--- src/rtl/striping_pkg.sv ---
// Shared lane-select encoding and default widths for the striping transmitter.
// The select values set the lane-0-first order that the receive-side merger also uses.
package striping_pkg;

  typedef enum logic {
    SEL_L0 = 1'b0,
    SEL_L1 = 1'b1
  } sel_e;

  localparam int DATA_W_DEF = 32;
  localparam int CNT_W_DEF  = 8;

endpackage

--- src/rtl/striping_lane.sv ---
// One output lane: holds the last word loaded, strobes valid for one cycle per
// load and counts loads modulo 2**CNT_W.
module striping_lane
  import striping_pkg::*;
#(
  parameter int DATA_W = DATA_W_DEF,
  parameter int CNT_W  = CNT_W_DEF
) (
  input  logic              clk_i,
  input  logic              rst_i,
  input  logic              load_i,
  input  logic [DATA_W-1:0] data_i,
  output logic [DATA_W-1:0] data_o,
  output logic              valid_o,
  output logic [CNT_W-1:0]  count_o
);

  logic [DATA_W-1:0] data_q;
  logic              valid_q;
  logic [CNT_W-1:0]  count_q;

  always_ff @(posedge clk_i or posedge rst_i) begin
    if (rst_i) begin
      data_q  <= '0;
      valid_q <= 1'b0;
      count_q <= '0;
    end else begin
      valid_q <= load_i;
      // Data and count only move on a load; an idle lane keeps its last word.
      if (load_i) begin
        data_q  <= data_i;
        count_q <= count_q + CNT_W'(1);
      end
    end
  end

  assign data_o  = data_q;
  assign valid_o = valid_q;
  assign count_o = count_q;

endmodule

--- src/rtl/striping.sv ---
// Transmit-side lane distributor: deals accepted words alternately onto lane 0
// and lane 1, with resync forcing the current or next word onto lane 0.
module striping
  import striping_pkg::*;
#(
  parameter int DATA_W = DATA_W_DEF,
  parameter int CNT_W  = CNT_W_DEF
) (
  input  logic              clk_2f,
  input  logic              reset,
  input  logic [DATA_W-1:0] data_in,
  input  logic              valid_in,
  input  logic              resync,
  output logic [DATA_W-1:0] lane_0,
  output logic [DATA_W-1:0] lane_1,
  output logic              valid_0,
  output logic              valid_1,
  output logic [CNT_W-1:0]  count_0,
  output logic [CNT_W-1:0]  count_1
);

  // Handshake: a word is accepted on every rising edge where valid_in=1; there
  // is no back-pressure, and each lane strobes valid for exactly the one cycle
  // after the edge that loaded it.
  sel_e state_q;
  sel_e eff_sel;
  logic load_0;
  logic load_1;

  assign eff_sel = resync ? SEL_L0 : state_q;
  assign load_0  = valid_in && (eff_sel == SEL_L0);
  assign load_1  = valid_in && (eff_sel == SEL_L1);

  always_ff @(posedge clk_2f or posedge reset) begin
    if (reset) begin
      state_q <= SEL_L0;
    end else begin
      case (state_q)
        SEL_L0: begin
          if (valid_in) state_q <= SEL_L1;
        end
        SEL_L1: begin
          // Resync takes this word onto lane 0, so lane 1 is next.
          if (valid_in)    state_q <= resync ? SEL_L1 : SEL_L0;
          else if (resync) state_q <= SEL_L0;
        end
        default: state_q <= SEL_L0;
      endcase
    end
  end

  striping_lane #(.DATA_W(DATA_W), .CNT_W(CNT_W)) u_lane_0 (
    .clk_i   (clk_2f),
    .rst_i   (reset),
    .load_i  (load_0),
    .data_i  (data_in),
    .data_o  (lane_0),
    .valid_o (valid_0),
    .count_o (count_0)
  );

  striping_lane #(.DATA_W(DATA_W), .CNT_W(CNT_W)) u_lane_1 (
    .clk_i   (clk_2f),
    .rst_i   (reset),
    .load_i  (load_1),
    .data_i  (data_in),
    .data_o  (lane_1),
    .valid_o (valid_1),
    .count_o (count_1)
  );

endmodule

--- config.mk ---
export PLATFORM = sky130hd
export DESIGN_NAME = striping
export DESIGN_NICKNAME = d
export VERILOG_FILES = /design/src/rtl/striping_pkg.sv /design/src/rtl/striping_lane.sv /design/src/rtl/striping.sv
export SDC_FILE = /design/constraint.sdc
export NUM_CORES = 1
export LEC_CHECK = 0
export BUFFER_PORTS_ARGS = -buffer_cell sky130_fd_sc_hd__buf_4
export CAP_MARGIN = 20
export CORE_ASPECT_RATIO = 2
export CORE_UTILIZATION = 49
export CTS_CLUSTER_SIZE = 16
export DETAILED_ROUTE_END_ITERATION = 8
export PLACE_DENSITY = 0.79
export SLEW_MARGIN = 40
export SYNTH_ARGS = -nofsm -noshare
export SYNTH_HDL_FRONTEND = slang
export SYNTH_SLANG_ARGS = --single-unit
--- constraint.sdc ---
create_clock -name clk_2f -period 3 [get_ports clk_2f]
set_clock_uncertainty 0.1 [all_clocks]
set_input_delay 0.3 -clock clk_2f [delete_from_list [all_inputs] [get_ports clk_2f]]
set_output_delay 0.3 -clock clk_2f [all_outputs]
set_load 0.01 [all_outputs]
==> results_dict.tcl, run 1 <==
set metrics [dict create \
    cts_made_buffers 9 \
    min_period_ns 1.98 \
    clkLatencyLatePin_ns 0.33 \
    crit_buf_inv 1 \
    yosysSeqAreaShare_pct 63.8 \
    area.growth.synth_to_final_pct 37.2 \
    synth-simple-area-share_pct 16.8 \
    synthDistinctLibCells 22 \
    root_buffer "clkbuf_16" \
    cts_resized 0 \
    grt_setup_unrepaired "no" \
    status "finished, final reports clean" \
    crit_type "register to register" \
    synth_top_family_by_area "simple AND/OR/NAND/NOR gates" \
    slew_headroom_pct 59.0 \
    syn_inst 270 \
    cts_tree "built" \
    synthXorXnorAreaFrac_pct 4.04 \
    yosys_warnings 0 \
    routedWlPerCell_um 15.5 \
    critPathMaxFanout 37 \
    cp_slowest_stage_delay_ns 0.61 \
    post-route-period-util_pct 65.9 \
    die_w_um 59.6 \
    syn_avg_cell_area_um2 12.0 \
    die_h_um 117 \
    critPathLaunchType "register" \
    hold_class "input pin to register" \
    start_util_pct 51.1 \
    fp.dieArea_um2 6990 \
    mostFrequentLayoutCells "117 x buf_4, 101 x nand2_1, 83 x dfrtp_1" \
    vias 2374 \
    grtUsageTotal_pct 22.6 \
    cp.arrival_ns 2.08 \
    grt_max_degree 51 \
    synth_compound_gate_area_share_pct 0 \
    worst_ep_required_time_ns 3.11 \
    fin_nets 427 \
    drt-initial-drc-count 97 \
    synth_nets 308 \
    cts_htree_levels 3 \
    yosys.area_share.adder_pct 0.769 \
    diodes 0 \
    fin_util_pct 70.2 \
    drtAntennaViolNets 0 \
    hpwl_um 5170 \
    gr-total-overflow 0 \
    p_per_area_nw_per_um2 791 \
    gp_congestion 0.802 \
    path_cells "nand3b_4 > inv_2 > nand4_1 > xnor2_1" \
    hold_violations 0 \
    clk_path_buf_depth 2 \
    peakVddDrop_v 0.000503 \
    via_per_inst 4.96 \
    drv_cap 0 \
    layoutNonFillerInstCount 479 \
    grt_pass1_wl_um 11400 \
    finalSetupViolations 0 \
    end_kind "register" \
    antenna_found_initial 0 \
    wl_um 7400 \
    route.detailed.drc 0 \
    slowest_stage "inv_2" \
    setup-tns-final_ns 0 \
    grt_pass1_vias 2395 \
    fmax_mhz 506 \
    cts.sink_count 83 \
    num_io_pins 118 \
    synth_area_um2 3250 \
    synth_seq_cells 83 \
    port_buffers 117 \
    p_leak_uw 0.00230 \
    first_pass_iters 4 \
    clk_pin_slew_ns 0.06 \
    cp_top_family "buffers and inverters" \
    worstMarginPinSlew_ns 0.615 \
    maxSlewViolCount 0 \
    layout_commonest_cell "buf_4" \
    dpl.cell_count 463 \
    placeableCoreArea_um2 6360 \
    drive_above_1_share_pct 43.8 \
    row_count 41 \
    muxShareOfSynthArea_pct 11.4 \
    holdWs_ns 0.0656 \
]
-- path summary, 6_finish.rpt --
kind	startpoint	end	slack, ns	depth (start not counted)
setup / recovery	state_q	u_lane_1.count_o[6]	1.02	4
hold / removal	data_in[10]	u_lane_1.data_o[10]	0.07	3
setup reg to reg	state_q	u_lane_1.count_o[6]	1.02	4
hold reg to reg	u_lane_1.count_o[7]	u_lane_1.count_o[7]	0.38	1
max in group asynchronous	reset	u_lane_0.data_o[30]	1.81	4
min in group asynchronous	reset	u_lane_0.data_o[17]	0.45	3
-- worst min-delay path, cell delays in order --
cell and delay (ns):
buf_4 0.08, nand2_1 0.04, nand2_1 0.04
-- state kept, by name (all words and copies together), names as in the netlist --
| name | count |
|---|---|
| state_q | 1 |
| u_lane_1.count_o | 8 |
| u_lane_0.valid_o | 1 |
| u_lane_0.count_o | 8 |
| u_lane_0.data_o | 32 |
| u_lane_1.data_o | 32 |
| u_lane_1.valid_o | 1 |
-- cell usage after synthesis --
library cell,instances,area [µm²]
and4_1,2,17.5
dfrtp_1,83,2080
buf_2,1,5.00
and2_1,2,12.5
nand3b_4,1,20.0
nor2_1,1,3.75
inv_2,1,3.75
clkbuf_1,2,7.51
inv_1,2,7.51
mux2_2,33,372
nand4_1,8,50.1
buf_6,5,56.3
and3_1,2,12.5
xor2_1,3,26.3
nand2_4,1,11.3
nand3_1,2,10.0
nand2_1,101,379
xnor2_1,12,105
ha_1,2,25.0
nor3_2,2,20.0
buf_4,3,22.5
nand2b_2,1,8.76
-- kinds of logic (layout without fill, tap and decap cells) --
| family | after synthesis | count (layout) |
|---|---|---|
| and+or+nand+nor | 123 | 123 |
| DFF | 83 | 83 |
| muxes | 33 | 33 |
| xor gates and xnor gates | 15 | 15 |
| buffers and inverters | 14 | 137 |
| adders and majority gates | 2 | 2 |
-- where the power goes --
group          total [µW]  switching [µW]  leakage (µW)  internal (µW)
Combinational         926             423       0.00114            503
Clock                1030             404      0.000141            621
Sequential           1580             209       0.00102           1370
-- cell type report --
cell class                      instances  area, µm²
Sequential cell                        83       2080
Fill cell                             503       1900
Multi-Input combinational cell        173       1070
Timing Repair Buffer                  119        908
Clock buffer                           13        270
Tap cell                               86        108
Inverter                                3       16.3
Clock inverter                          2       10.0
-- routing by layer --
layer | wire length, µm | GRT usage (%)
met5 | 0 | 0
met4 | 210 | 12.9
met3 | 310 | 3.41
met2 | 4390 | 42.1
met1 | 2490 | 22.9
-- what timing repair did --
| action | 4_1_cts | 5_1_grt |
|---|---|---|
| hold buffers | 1 | 0 |
| setup endpoints to repair | 0 | 0 |
| setup buffers | 0 | 0 |
| hold endpoints to repair | 49 | 0 |
-- metrics by stage --
stage	area [µm²]	total power, µW	worst slack, ns
final	4460	3530	1.02
after floorplan	3250	1990	0.463
after detailed placement	4170	2530	0.914
after global placement	4170	2490	0.963
after CTS	4460	3560	0.994
after global routing	4460	3700	0.891
(Power assumes the default switching activity.)
==> run 2: changes to the inputs <==
==> constraint.sdc (replaced) <==
create_clock -name clk_2f -period 2 [get_ports clk_2f]
set_clock_uncertainty 0.1 [all_clocks]
set_input_delay 0.2 -clock clk_2f [delete_from_list [all_inputs] [get_ports clk_2f]]
set_output_delay 0.2 -clock clk_2f [all_outputs]
set_load 0.01 [all_outputs]
==> run 2 against run 1 <==
  * Sequential share of layout area shrank 3.2 points
  * Largest power group unchanged
  * First-iteration DRC count is 25% higher
  * Sequential cell count is the same
==> results_dict.tcl, run 2 (same netlist as run 1, synthesis figures left out) <==
set metrics [dict create \
    crit_type "register to register" \
    critPathLaunchType "register" \
    grt_pass1_wl_um 12100 \
    dpl.cell_count 466 \
    clk_path_buf_depth 2 \
    cts_made_buffers 9 \
    end_kind "register" \
    p_leak_uw 0.00244 \
    fillers 454 \
    first_pass_iters 4 \
    grt_setup_unrepaired "no" \
    via_per_inst 4.88 \
    row_count 41 \
    pre_cts_ws_ns 0.464 \
    p_clk_share_pct 28.5 \
    die_h_um 117 \
    routedWlPerCell_um 15.2 \
    clk_pin_slew_ns 0.06 \
    fp.dieArea_um2 6990 \
    hold_violations 0 \
    slew_headroom_pct 67.6 \
    vias 2505 \
    grtUsageTotal_pct 24.1 \
    drt-initial-drc-count 121 \
    cts.sink_count 83 \
    hold_class "input pin to register" \
    drtAntennaViolNets 0 \
    fmax_mhz 659 \
    route.detailed.drc 0 \
    p_seq_share_pct 44.1 \
    grt_pass1_vias 2613 \
    min_period_ns 1.52 \
    p_sw_share_pct 29.1 \
    worstMarginPinSlew_ns 0.485 \
    grt_max_degree 84 \
    status "finished, final reports clean" \
    setup_ws_ns 0.484 \
    gr-total-overflow 0 \
    clkLatencyLatePin_ns 0.32 \
    peakVddDrop_v 0.000756 \
    antenna_found_initial 0 \
    num_io_pins 118 \
    mostFrequentLayoutCells "120 x buf_4, 101 x nand2_1, 83 x dfrtp_1" \
    drive_above_1_share_pct 41.0 \
    layout_commonest_cell "buf_4" \
    pwr-share-comb_pct 27.5 \
    cts_resized 0 \
    worst_ep_required_time_ns 2.11 \
    maxSlewViolCount 0 \
    cp.arrival_ns 1.62 \
    critPathMaxFanout 35 \
    layoutNonFillerInstCount 513 \
    cts_hold_buffers 32 \
    post-route-period-util_pct 75.8 \
    holdWs_ns 0.0240 \
    die_w_um 59.6 \
    postCtsSetupRepairBufs 0 \
    cts_htree_levels 3 \
    hpwl_um 5030 \
    finalSetupViolations 0 \
    port_buffers 117 \
    fin_nets 461 \
    root_buffer "clkbuf_16" \
    cts_tree "built" \
    setup-tns-final_ns 0 \
    area.growth.synth_to_final_pct 47.4 \
    placeableCoreArea_um2 6360 \
    diodes 0 \
    drv_cap 0 \
    p_per_area_nw_per_um2 1110 \
    start_util_pct 51.1 \
    gp_congestion 0.763 \
    p_sw_uw 1550 \
    p_int_uw 3790 \
    wl_um 7800 \
]
## run 2: power by group through the flow
stage | sequential [µW] | clock, µW | combinational (µW)
after global routing | 2400 | 1610 | 1590
after detailed placement | 2380 | 0 | 1410
after global placement | 2370 | 0 | 1370
final | 2350 | 1520 | 1470
after CTS | 2350 | 1560 | 1470
after floorplan | 2490 | 0 | 492
## run 2: area by class of cell
class / count / area, µm² / share of cell area, %
Clock buffer: 13 / 270 / 5.64
Inverter: 3 / 15.0 / 0.313
Timing Repair Buffer: 153 / 1240 / 25.9
Multi-Input combinational cell: 173 / 1070 / 22.4
Sequential cell: 83 / 2080 / 43.3
Clock inverter: 2 / 10.0 / 0.209
Tap cell: 86 / 108 / 2.24
## run 2: per-layer routing
layer	vias to the layer above	global-route usage, %	part of all wire (%)	wire, µm
met5	-	0	0	0
met4	0	15.2	4.0	312
met3	23	4.84	3.8	300
met2	81	42.9	57	4470
met1	1229	24.9	35	2720
li1	1172	-	-	-
## run 2: final timing paths
path                                startpoint                   to  slack (ns)  cells after the start
min in group asynchronous                reset  u_lane_1.count_o[6]        0.44                      4
min                                data_in[17]  u_lane_1.data_o[17]        0.02                      3
max in group asynchronous                reset  u_lane_0.data_o[10]        1.00                      4
max reg2reg                            state_q   u_lane_0.data_o[1]        0.48                      3
min reg2reg                u_lane_1.data_o[12]  u_lane_1.data_o[12]        0.37                      2
max                                    state_q   u_lane_0.data_o[1]        0.48                      3
## run 2: per-stage QoR
| stage | cell area [µm²] | util (%) | total power, µW |
|---|---|---|---|
| 2_1_floorplan | 3260 | - | 2990 |
| 3_3_place_gp | 4190 | 65.9 | 3740 |
| 3_5_place_dp | 4190 | 65.9 | 3790 |
| 4_1_cts | 4790 | 75.4 | 5390 |
| 5_1_grt | 4790 | 75.4 | 5600 |
| 6_report | 4790 | 75.4 | 5340 |
## run 2: worst max-delay path, cell delays in order (launching register included)
cell	delay, ns
dfrtp_1	0.40
nand2b_2	0.10
nand2_4	0.38
mux2_2	0.40
==> run 3: changes to the inputs <==
==> constraint.sdc (replaced) <==
create_clock -name clk_2f -period 1.54 [get_ports clk_2f]
set_clock_uncertainty 0.1 [all_clocks]
set_input_delay 0.154 -clock clk_2f [delete_from_list [all_inputs] [get_ports clk_2f]]
set_output_delay 0.154 -clock clk_2f [all_outputs]
set_load 0.01 [all_outputs]
==> run 3 against run 2 <==
  * Wire length increased by 6.2%
  * Via count increased by 2.1%
  * Combinational power increased by 32%
==> results_dict.tcl, run 3 (same netlist as run 1, synthesis figures left out) <==
set metrics [dict create \
    min_period_ns 1.42 \
    dpl.cell_count 469 \
    worstMarginPinSlew_ns 0.426 \
    wl_met3_um 305 \
    port_buffers 117 \
    hold_class "input pin to register" \
    cts_htree_levels 3 \
    fmax_mhz 705 \
    drv_cap 0 \
    m1WireLength_um 2800 \
    fp.dieArea_um2 6990 \
    cp.arrival_ns 1.53 \
    route.detailed.drc 0 \
    clkLatencyLatePin_ns 0.33 \
    p_per_area_nw_per_um2 1480 \
    diodes 0 \
    die_w_um 59.6 \
    finalSetupViolations 0 \
    gr-total-overflow 0 \
    critPathMaxFanout 21 \
    drtAntennaViolNets 0 \
    peakVddDrop_v 0.00113 \
    via_per_inst 4.95 \
    grt_pass1_wl_um 12800 \
    finalPower_uw 7240 \
    row_count 41 \
    clk_path_buf_depth 2 \
    end_kind "register" \
    area.growth.synth_to_final_pct 50.1 \
    status "finished, final reports clean" \
    cts_resized 0 \
    layoutNonFillerInstCount 517 \
    layout_commonest_cell "buf_4" \
    gp_congestion 0.776 \
    root_buffer "clkbuf_16" \
    wl_um 8280 \
    die_h_um 117 \
    hpwl_um 5440 \
    cts_made_buffers 9 \
    routedWlPerCell_um 16.0 \
    grtUsageTotal_pct 25.7 \
    antenna_found_initial 0 \
    post-route-period-util_pct 92.1 \
    first_pass_iters 4 \
    grt_max_degree 84 \
    slew_headroom_pct 71.6 \
    mostFrequentLayoutCells "121 x buf_4, 101 x nand2_1, 83 x dfrtp_1" \
    setup-tns-final_ns 0 \
    grt_pass1_vias 2704 \
    fin_util_pct 76.8 \
    clk_pin_slew_ns 0.06 \
    num_io_pins 118 \
    drive_above_1_share_pct 40.8 \
    maxSlewViolCount 0 \
    cts.sink_count 83 \
    drt-initial-drc-count 102 \
    fin_nets 465 \
    hold_violations 0 \
    top_layer "met4" \
    worst_ep_required_time_ns 1.66 \
    vias 2557 \
    critPathLaunchType "register" \
    placeableCoreArea_um2 6360 \
    grt_setup_unrepaired "no" \
    crit_type "register to register" \
    p_leak_uw 0.00248 \
    start_util_pct 51.1 \
    wl_met2_um 4850 \
    cts_tree "built" \
]
==> run 3: final cells by class <==
cell class / instances / area [µm²]
fill: 425 / 1480
sequential: 83 / 2080
tap: 86 / 108
inverter: 3 / 15.0
clock buffer: 13 / 250
timing repair buffer: 157 / 1300
clock inverter: 2 / 60.1
multi-input combinational: 173 / 1070
==> run 3: through the flow <==
stage          hold WS [ns]  setup slack, ns  cell area (µm²)
6_report             0.0535            0.121             4880
5_1_grt              0.0761           0.0656             4880
4_1_cts              0.0487            0.109             4880
3_5_place_dp          0.218            0.116             4240
2_1_floorplan         0.159            0.245             3260
3_3_place_gp          0.205            0.157             4240
==> run 3: repair_timing <==
item,4_1_cts,5_1_grt
hold buffers,33,0
endpoints found under the hold margin,147,0
buffers inserted,0,0
==> run 3: path summary, 6_finish.rpt <==
path	from	endpoint	slack [ns]	cells past startpoint
hold reg to reg	u_lane_1.data_o[24]	u_lane_1.data_o[24]	0.37	2
hold / removal	valid_in	state_q	0.05	2
setup / recovery	state_q	u_lane_0.data_o[18]	0.12	4
max in group asynchronous	reset	u_lane_1.data_o[20]	0.60	4
min in group asynchronous	reset	u_lane_1.data_o[4]	0.41	4
setup reg to reg	state_q	u_lane_0.data_o[18]	0.12	4
==> run 3: worst max-delay path: stages, from the launching register on <==
cell	delay, ns
dfrtp_1	0.41
nand2b_2	0.10
nand2_4	0.15
buf_12	0.19
mux2_2	0.35
==> run 3: routing by layer <==
metal	GRT usage, %	vias to the layer above
met4	14.7	0
met5	0	-
li1	-	1187
met2	47.5	78
met1	25.2	1267
met3	5.60	25
==> run 3: power breakdown <==
group / internal, µW / leakage [µW] / total, µW / switching, µW
sequential: 2670 / 0.00102 / 3050 / 385
clock: 1460 / 0.000150 / 2240 / 788
combinational: 1060 / 0.00131 / 1940 / 881
total: 5190 / 0.00248 / 7240 / 2050
